--- src/rtl/issue_unit.sv ---
`default_nettype none
// =============================================================================
//  Module   : issue_unit
//  Purpose  : Grants one issue-queue read per cycle (int/mul/div) while keeping
//             the single CDB conflict-free through a result reservation map.
//             Optional round-robin int/mul arbitration: define IU_RR_EN.
//  Revision : 1.0  initial release
// =============================================================================
module issue_unit #(
    parameter int INT_LAT = 1,
    parameter int MUL_LAT = 4,
    parameter int DIV_LAT = 8
) (
    input  logic       clk,
    input  logic       reset,
    input  logic       iq_int_rdy,
    input  logic       iq_mul_rdy,
    input  logic       iq_div_rdy,
    input  logic       cdb_flush,
    output logic       iu_int_r_en,
    output logic       iu_mul_r_en,
    output logic       iu_div_r_en,
    output logic       iu_div_busy,
    output logic [1:0] iu_cdb_src
);

    localparam int               CNT_W        = $clog2(DIV_LAT);
    localparam logic [1:0]       c_SRC_NONE   = 2'd0;
    localparam logic [1:0]       c_SRC_INT    = 2'd1;
    localparam logic [1:0]       c_SRC_MUL    = 2'd2;
    localparam logic [1:0]       c_SRC_DIV    = 2'd3;
    localparam logic [CNT_W-1:0] c_DIV_RELOAD = CNT_W'(DIV_LAT - 1);

    // r_res[k] names the unit that owns the CDB k cycles from now
    logic [1:0]       r_res [DIV_LAT];
    logic [CNT_W-1:0] r_div_cnt;

    logic w_int_elig;
    logic w_mul_elig;
    logic w_div_elig;
    logic w_gnt_int;
    logic w_gnt_mul;
    logic w_gnt_div;

    assign iu_div_busy = (r_div_cnt != '0);
    assign iu_cdb_src  = r_res[0];

    // The divider result slot lies one past the map, so only occupancy gates it
    assign w_int_elig = iq_int_rdy && (r_res[INT_LAT] == c_SRC_NONE) && !cdb_flush;
    assign w_mul_elig = iq_mul_rdy && (r_res[MUL_LAT] == c_SRC_NONE) && !cdb_flush;
    assign w_div_elig = iq_div_rdy && !iu_div_busy && !cdb_flush;

`ifdef IU_RR_EN
    // r_pref_mul set: mul wins the next int/mul tie
    logic r_pref_mul;

    always_comb begin
        w_gnt_div = w_div_elig;
        w_gnt_mul = 1'b0;
        w_gnt_int = 1'b0;
        if (!w_div_elig) begin
            if (w_int_elig && w_mul_elig) begin
                w_gnt_mul = r_pref_mul;
                w_gnt_int = !r_pref_mul;
            end else begin
                w_gnt_mul = w_mul_elig;
                w_gnt_int = w_int_elig;
            end
        end
    end

    always_ff @(posedge clk) begin
        if (reset) begin
            r_pref_mul <= 1'b0;
        end else if (w_gnt_int) begin
            r_pref_mul <= 1'b1;
        end else if (w_gnt_mul) begin
            r_pref_mul <= 1'b0;
        end
    end
`else
    always_comb begin
        w_gnt_div = w_div_elig;
        w_gnt_mul = w_mul_elig && !w_div_elig;
        w_gnt_int = w_int_elig && !w_div_elig && !w_mul_elig;
    end
`endif

    assign iu_int_r_en = w_gnt_int;
    assign iu_mul_r_en = w_gnt_mul;
    assign iu_div_r_en = w_gnt_div;

    // Shift the map one slot per cycle; a grant claims its result slot
    always_ff @(posedge clk) begin
        if (reset) begin
            for (int k = 0; k < DIV_LAT; k++) begin
                r_res[k] <= c_SRC_NONE;
            end
        end else begin
            for (int k = 0; k < DIV_LAT - 1; k++) begin
                r_res[k] <= r_res[k+1];
            end
            r_res[DIV_LAT-1] <= c_SRC_NONE;
            if (w_gnt_int) begin
                r_res[INT_LAT-1] <= c_SRC_INT;
            end
            if (w_gnt_mul) begin
                r_res[MUL_LAT-1] <= c_SRC_MUL;
            end
            if (w_gnt_div) begin
                r_res[DIV_LAT-1] <= c_SRC_DIV;
            end
        end
    end

    always_ff @(posedge clk) begin
        if (reset) begin
            r_div_cnt <= '0;
        end else if (w_gnt_div) begin
            r_div_cnt <= c_DIV_RELOAD;
        end else if (iu_div_busy) begin
            r_div_cnt <= r_div_cnt - 1'b1;
        end
    end

endmodule
`default_nettype wire

--- config.mk ---
export PLATFORM = sky130hd
export DESIGN_NAME = issue_unit
export DESIGN_NICKNAME = d
export VERILOG_FILES = /design/src/rtl/issue_unit.sv
export SDC_FILE = /design/constraint.sdc
export NUM_CORES = 1
export LEC_CHECK = 0
export BUFFER_PORTS_ARGS = -buffer_cell sky130_fd_sc_hd__clkbuf_2
export CORE_AREA = 2 2 41 43
export DETAILED_ROUTE_END_ITERATION = 6
export DIE_AREA = 0 0 43 45
export MAX_ROUTING_LAYER = met4
export PLACE_DENSITY = 0.65
export SLEW_MARGIN = 20
export SYNTH_ARGS = -nofsm -noshare
export SYNTH_HDL_FRONTEND = slang
export SYNTH_SLANG_ARGS = --single-unit
export TNS_END_PERCENT = 1
--- constraint.sdc ---
create_clock -name clk -period 1.4 [get_ports clk]
set_clock_uncertainty 0.15 [all_clocks]
set_input_delay 0.07 -clock clk [delete_from_list [all_inputs] [get_ports clk]]
set_output_delay 0.07 -clock clk [all_outputs]
set_load 0.1 [all_outputs]
# ---- Word level (Yosys, flattened, before mapping)
# Memories as Yosys holds them, arrays and structs flattened.
# Index checks and enable logic that the tools add are counted.
dict set report word_totals {
  regBits 3
  ram_bits 16
  inputBits 6
  output_inout_bits 6
  memories 1
}
# name words width rd rd_ports_with_merged_regs wr line_no
set memory_table {}
lappend memory_table {r_res 8 2 8 0 8 35} ;# logic [1:0] r_res [DIV_LAT];
dict set report classes {
  reduce_logical 17
  bitwise 11
  mux 25
  add_sub_neg 1
}
# cell count
set ops {}
lappend ops {{$mux 2} 11}
lappend ops {{$mux 1} 12}
lappend ops {{$or 1x1->1} 11}
lappend ops {{$logic_and 1x1->1} 9}
lappend ops {{$mux 3} 2}
lappend ops {{$logic_not 1->1} 4}
lappend ops {{$logic_not 2->1} 2}
lappend ops {{$reduce_bool 3->1} 1}
lappend ops {{$sub 3x1->3 const B} 1}
lappend ops {{$reduce_bool 2->1} 1}

# ---- Longest topological paths before layout
dict set report logic_depth {
  word_depth 11
  ltp_mapped 6
}

# ---- Worst setup path after synthesis
# Ideal clock, no wire load.
dict set report synth_timing {
  path_kind {reg-to-output}
  from {register r_div_cnt[0]}
  to {output port iu_int_r_en}
  setup_slack_ns -1.003
  path_stages_with_launch 6
  arrival_time_ns 2.183
  path_buffers 0
  required_time_ns 1.180
  path_cell_list {dfxtp_1 inv_1 ha_1 nor2b_4 a21o_1 nor2_1}
}
dict set report synth_via {
  elab_chain_len 7
}
# item line_no
set synth_lines {}
lappend synth_lines {{from (decl)} 36} ;# logic [CNT_W-1:0] r_div_cnt;
lappend synth_lines {{from (signal assigned)} 120} ;# r_div_cnt <= c_DIV_RELOAD;
lappend synth_lines {{from (signal assigned)} 122} ;# r_div_cnt <= r_div_cnt - 1'b1;
lappend synth_lines {{$reduce_bool 3->1} 45} ;# assign iu_div_busy = (r_div_cnt != '0);
lappend synth_lines {{$logic_not 1->1} 51} ;# assign w_div_elig = iq_div_rdy && !iu_div_busy && !cdb_flush;
lappend synth_lines {{$logic_and 1x1->1 (2 in a row)} 51}
lappend synth_lines {{$logic_not 1->1} 85} ;# w_gnt_int = w_int_elig && !w_div_elig && !w_mul_elig;
lappend synth_lines {{$logic_and 1x1->1 (2 in a row)} 85}
lappend synth_lines {{to (decl)} 20} ;# output logic iu_int_r_en,
# Every way passes these cells.

# ---- Worst setup path in the final report
dict set report layout_timing {
  from {register r_div_cnt[1]}
  to {output port iu_int_r_en}
}
# Same word-level chain as after synthesis.

==> impl_metrics.prom <==
# TYPE chip_impl_metric gauge
chip_impl_metric{name="ys_seq_area_frac",unit=""} 0.568
chip_impl_metric{name="post_synth_fa_ha_maj_area_fraction",unit=""} 0.0406
chip_impl_metric{name="diodes",unit=""} 0
chip_impl_metric{name="worstPathBufferInverterCount",unit=""} 2
chip_impl_metric{name="timing.critical_path.arrival",unit="ns"} 1.46
chip_impl_metric{name="final_net_count",unit=""} 86
chip_impl_metric{name="top_level_ports",unit=""} 12
chip_impl_metric{name="period_share",unit=""} 1.20
chip_impl_metric{name="syn_area_per_cell",unit="um2"} 10.5
chip_impl_metric{name="power.share.combinational",unit=""} 0.497
chip_impl_info{name="critPathTopFamily",value="flip-flops"} 1
chip_impl_metric{name="post_synth_and_or_nand_nor_area_fraction",unit=""} 0.254
chip_impl_metric{name="critPathMaxStageDelay",unit="ns"} 0.34
chip_impl_info{name="tritoncts",value="done"} 1
chip_impl_info{name="worst_setup_path_start_kind",value="register"} 1
chip_impl_metric{name="critical_path_depth",unit=""} 6
chip_impl_metric{name="clk-insertion-delay-late",unit="ns"} 0.28
chip_impl_metric{name="clock_sinks",unit=""} 15
chip_impl_metric{name="synth_compound_gate_area_share",unit=""} 0.0690
chip_impl_metric{name="synth.cell_area",unit="um2"} 617
chip_impl_metric{name="cp_max_fo",unit=""} 4
chip_impl_metric{name="totalNegativeSetupSlack",unit="ns"} -0.876
chip_impl_metric{name="die_w",unit="um"} 43
chip_impl_metric{name="synth_seq_cells",unit=""} 15
chip_impl_metric{name="power.density_cell_area",unit="nW/um2"} 1900
chip_impl_metric{name="syn_inst",unit=""} 59
chip_impl_metric{name="multi_input_combinational_cell_area",unit="um2"} 278
chip_impl_metric{name="globalRouteTotalUtil",unit=""} 0.127
chip_impl_metric{name="ant_nets",unit=""} 0
chip_impl_metric{name="drt_drc_violations_left",unit=""} 0
chip_impl_metric{name="floorplan.initialDensity",unit=""} 0.419
chip_impl_info{name="synth_top_family_by_area",value="simple AND/OR/NAND/NOR gates"} 1
chip_impl_metric{name="worst-slew-pin-transition",unit="ns"} 0.536
chip_impl_metric{name="floorplan.rows",unit=""} 14
chip_impl_metric{name="layout-area-overhead-vs-synth",unit="%"} 34.9
chip_impl_info{name="clock_tree.root_cell",value="clkbuf_4"} 1
chip_impl_metric{name="share_clk_of_total_power",unit=""} 0.153
chip_impl_metric{name="cts_max_level",unit=""} 1
chip_impl_metric{name="pwr-share-seq",unit=""} 0.350
chip_impl_metric{name="intPower",unit="uW"} 928
chip_impl_metric{name="synth.distinct_cells",unit=""} 23
chip_impl_metric{name="worst_setup_hold_path_clk_slew",unit="ns"} 0.08
chip_impl_metric{name="timing.max_cap.violations",unit=""} 0
chip_impl_info{name="critPathCaptureType",value="output port"} 1
chip_impl_metric{name="post_synth_edffs",unit=""} 5
chip_impl_metric{name="finalWeightedCongestion",unit=""} 0.693
chip_impl_metric{name="first_global_vias",unit=""} 397
chip_impl_metric{name="grt_pass1_wl",unit="um"} 1670
chip_impl_metric{name="report.final.slew_viol_count",unit=""} 0
chip_impl_metric{name="die_h",unit="um"} 45
chip_impl_metric{name="synth_mux_area_frac",unit=""} 0
chip_impl_info{name="timing.setup.critical_path_class",value="register to output port"} 1
chip_impl_info{name="outcome",value="complete, but fails checks"} 1
chip_impl_metric{name="wire_per_inst",unit="um"} 10.9
chip_impl_info{name="timing.critical_path.cells",value="inv_2, ha_4, nor2b_4, a21o_4, nor2_4, buf_12"} 1
chip_impl_metric{name="grt_start_max_net_pins",unit=""} 17
chip_impl_metric{name="placeableCoreArea",unit="um2"} 1470
chip_impl_metric{name="number_of_vias_in_the_routed_layout",unit=""} 448
chip_impl_metric{name="netlist.area_leader.share",unit=""} 0.325
chip_impl_metric{name="drt_first_iter_violations",unit=""} 2
chip_impl_info{name="rsz0062_at_grt",value="yes"} 1
chip_impl_metric{name="cp.required",unit="ns"} 1.18
chip_impl_metric{name="drt_pass1_iterations",unit=""} 2
chip_impl_metric{name="drt_wl_total",unit="um"} 1010
chip_impl_metric{name="relSlewSlack",unit=""} 0.644
chip_impl_metric{name="sequential_cell_area",unit="um2"} 353
chip_impl_info{name="critPathSlowestCell",value="dfxtp_2"} 1
chip_impl_info{name="min-delay-path-class",value="input port to register"} 1
chip_impl_metric{name="dp_hpwl",unit="um"} 751
chip_impl_metric{name="switching_share",unit=""} 0.413
chip_impl_metric{name="async_flop_share",unit=""} 0
chip_impl_metric{name="layout-drive-gt1-share",unit=""} 0.351
chip_impl_metric{name="tritoncts.num_buffers",unit=""} 3
chip_impl_metric{name="synth_xor_xnor_area_share",unit=""} 0
chip_impl_info{name="flip_flop_cell_with_the_highest_count_after_synthesis",value="dfxtp_1"} 1
chip_impl_metric{name="cts_max_path_buffers",unit=""} 2
chip_impl_metric{name="gr-total-overflow",unit=""} 0
chip_impl_info{name="synth_largest_area_cell",value="dfxtp_1"} 1
chip_impl_metric{name="worst-r2r-cell-count",unit=""} 5
chip_impl_metric{name="yosysWarnings",unit=""} 0
chip_impl_metric{name="post-route-min-period",unit="ns"} 1.68
chip_impl_info{name="netlist_top_cells_area",value="dfxtp_1 (32%), edfxtp_1 (24%), nor2b_1 (9.1%), ha_1 (4.1%), nor2_1 (3.7%)"} 1
chip_impl_info{name="violations",value="negative setup slack"} 1
chip_impl_metric{name="route.detailed.vias_per_inst",unit=""} 4.82
chip_impl_metric{name="worst_hold_slack_across_all_endpoints",unit="ns"} 0.0219
chip_impl_metric{name="dieArea",unit="um2"} 1940
chip_impl_metric{name="power.static_leakage",unit="nW"} 0.341
chip_impl_metric{name="final_hold_viol_count",unit=""} 0
chip_impl_metric{name="vdd_ir_drop_max",unit="mV"} 1.17
chip_impl_metric{name="antenna_violations_before_repair",unit=""} 0
chip_impl_metric{name="cts_resized",unit=""} 0
chip_impl_metric{name="power_switching",unit="uW"} 654
chip_impl_metric{name="maxClockFrequency",unit="MHz"} 594
chip_impl_metric{name="min_delay_path_depth",unit=""} 3
chip_impl_metric{name="finalSetupViolCount",unit=""} 4
chip_impl_metric{name="setup_slack",unit="ns"} -0.283
chip_impl_metric{name="num-fill-cells",unit=""} 138
chip_impl_metric{name="io_buffer_count",unit=""} 11
==> registers in the layout, indices dropped and copies added (netlist names) <==
register and count:
r_res 12, r_div_cnt 3
==> timing repair <==
action / CTS / global route
hold buffers: 1 / 0
setup endpoints to repair: 4 / 6
setup buffers: 1 / 0
endpoints found under the hold margin: 1 / 0
==> power by group through the flow <==
| stage | clock, mW | combinational [mW] | sequential (mW) |
|---|---|---|---|
| after floorplan | 0 | 0.564 | 0.556 |
| after global placement | 0 | 0.750 | 0.562 |
| after detailed placement | 0 | 0.768 | 0.566 |
| after CTS | 0.254 | 0.793 | 0.553 |
| after global routing | 0.267 | 0.831 | 0.559 |
| final | 0.242 | 0.787 | 0.553 |
==> cell usage in the layout, fill, tap and decap left out, types with 2 or more instances in the layout <==
cell | netlist | routed
nor2b_1 | 9 | 9
dfxtp_1 | 10 | 8
clkbuf_2 | 0 | 7
edfxtp_1 | 5 | 5
conb_1 | 1 | 5
nor2_1 | 6 | 4
buf_12 | 0 | 4
inv_2 | 1 | 3
nand2b_1 | 3 | 3
clkbuf_4 | 0 | 3
nand2_1 | 2 | 2
nand3_1 | 2 | 2
nor2_4 | 0 | 2
nor3_1 | 2 | 2
dfxtp_2 | 0 | 2
==> worst register-to-register path: stages (launching register included) <==
cell and delay (ns):
dfxtp_2 0.33, inv_2 0.07, ha_4 0.13, nor2b_4 0.17, a21o_4 0.17, o22ai_1 0.09
==> per-layer routing <==
layer  routed length, um  track usage
met2                 504        0.200
met4                  29       0.0909
met3                  27       0.0360
met5                   0            -
met1                 451        0.139
==> Yosys cell counts (2+ instances only) <==
library cell  number
nor3_1             2
nor2b_1            9
nand2b_1           3
buf_4              2
dfxtp_1           10
edfxtp_1           5
nand2_1            2
inv_1              4
nand3_1            2
ha_1               2
nor2_1             6
==> worst paths after layout <==
kind / start / end / slack [ns]
worst min-delay path: iq_int_rdy / r_res[0][0] / 0.02
worst max-delay path: r_div_cnt[1] / iu_int_r_en / -0.28
worst max register to register: r_div_cnt[1] / r_res[0][0] / 0.03
worst min register to register: r_res[0][4] / r_res[0][2] / 0.30
==> stage by stage <==
stage / worst slack, ns / util / power (mW) / cells / area (um2)
6_report: -0.283 / 0.565 / 1.58 / 93 / 832
5_1_grt: -0.340 / 0.565 / 1.66 / 93 / 832
4_1_cts: -0.298 / 0.565 / 1.60 / 93 / 832
3_5_place_dp: 0.0102 / 0.536 / 1.33 / 87 / 788
3_3_place_gp: 0.0304 / 0.536 / 1.31 / 87 / 788
2_1_floorplan: -0.151 / - / 1.12 / 63 / 673
==> area by class of cell <==
type | instances | area share
clock buffer | 4 | 0.0316
inverter | 5 | 0.0271
sequential | 15 | 0.424
tap | 16 | 0.0241
multi-input combinational | 40 | 0.334
timing repair buffer | 13 | 0.159
==> kinds of logic after synthesis <==
group | count (synthesis)
flip-flops | 15
other | 1
AND/OR/NAND/NOR | 27
adder cells (fa/ha/maj) | 2
buffers and inverters | 8
AO/OA/AOI/OAI | 6
Note: power is estimated with default switching activity, not from simulation.
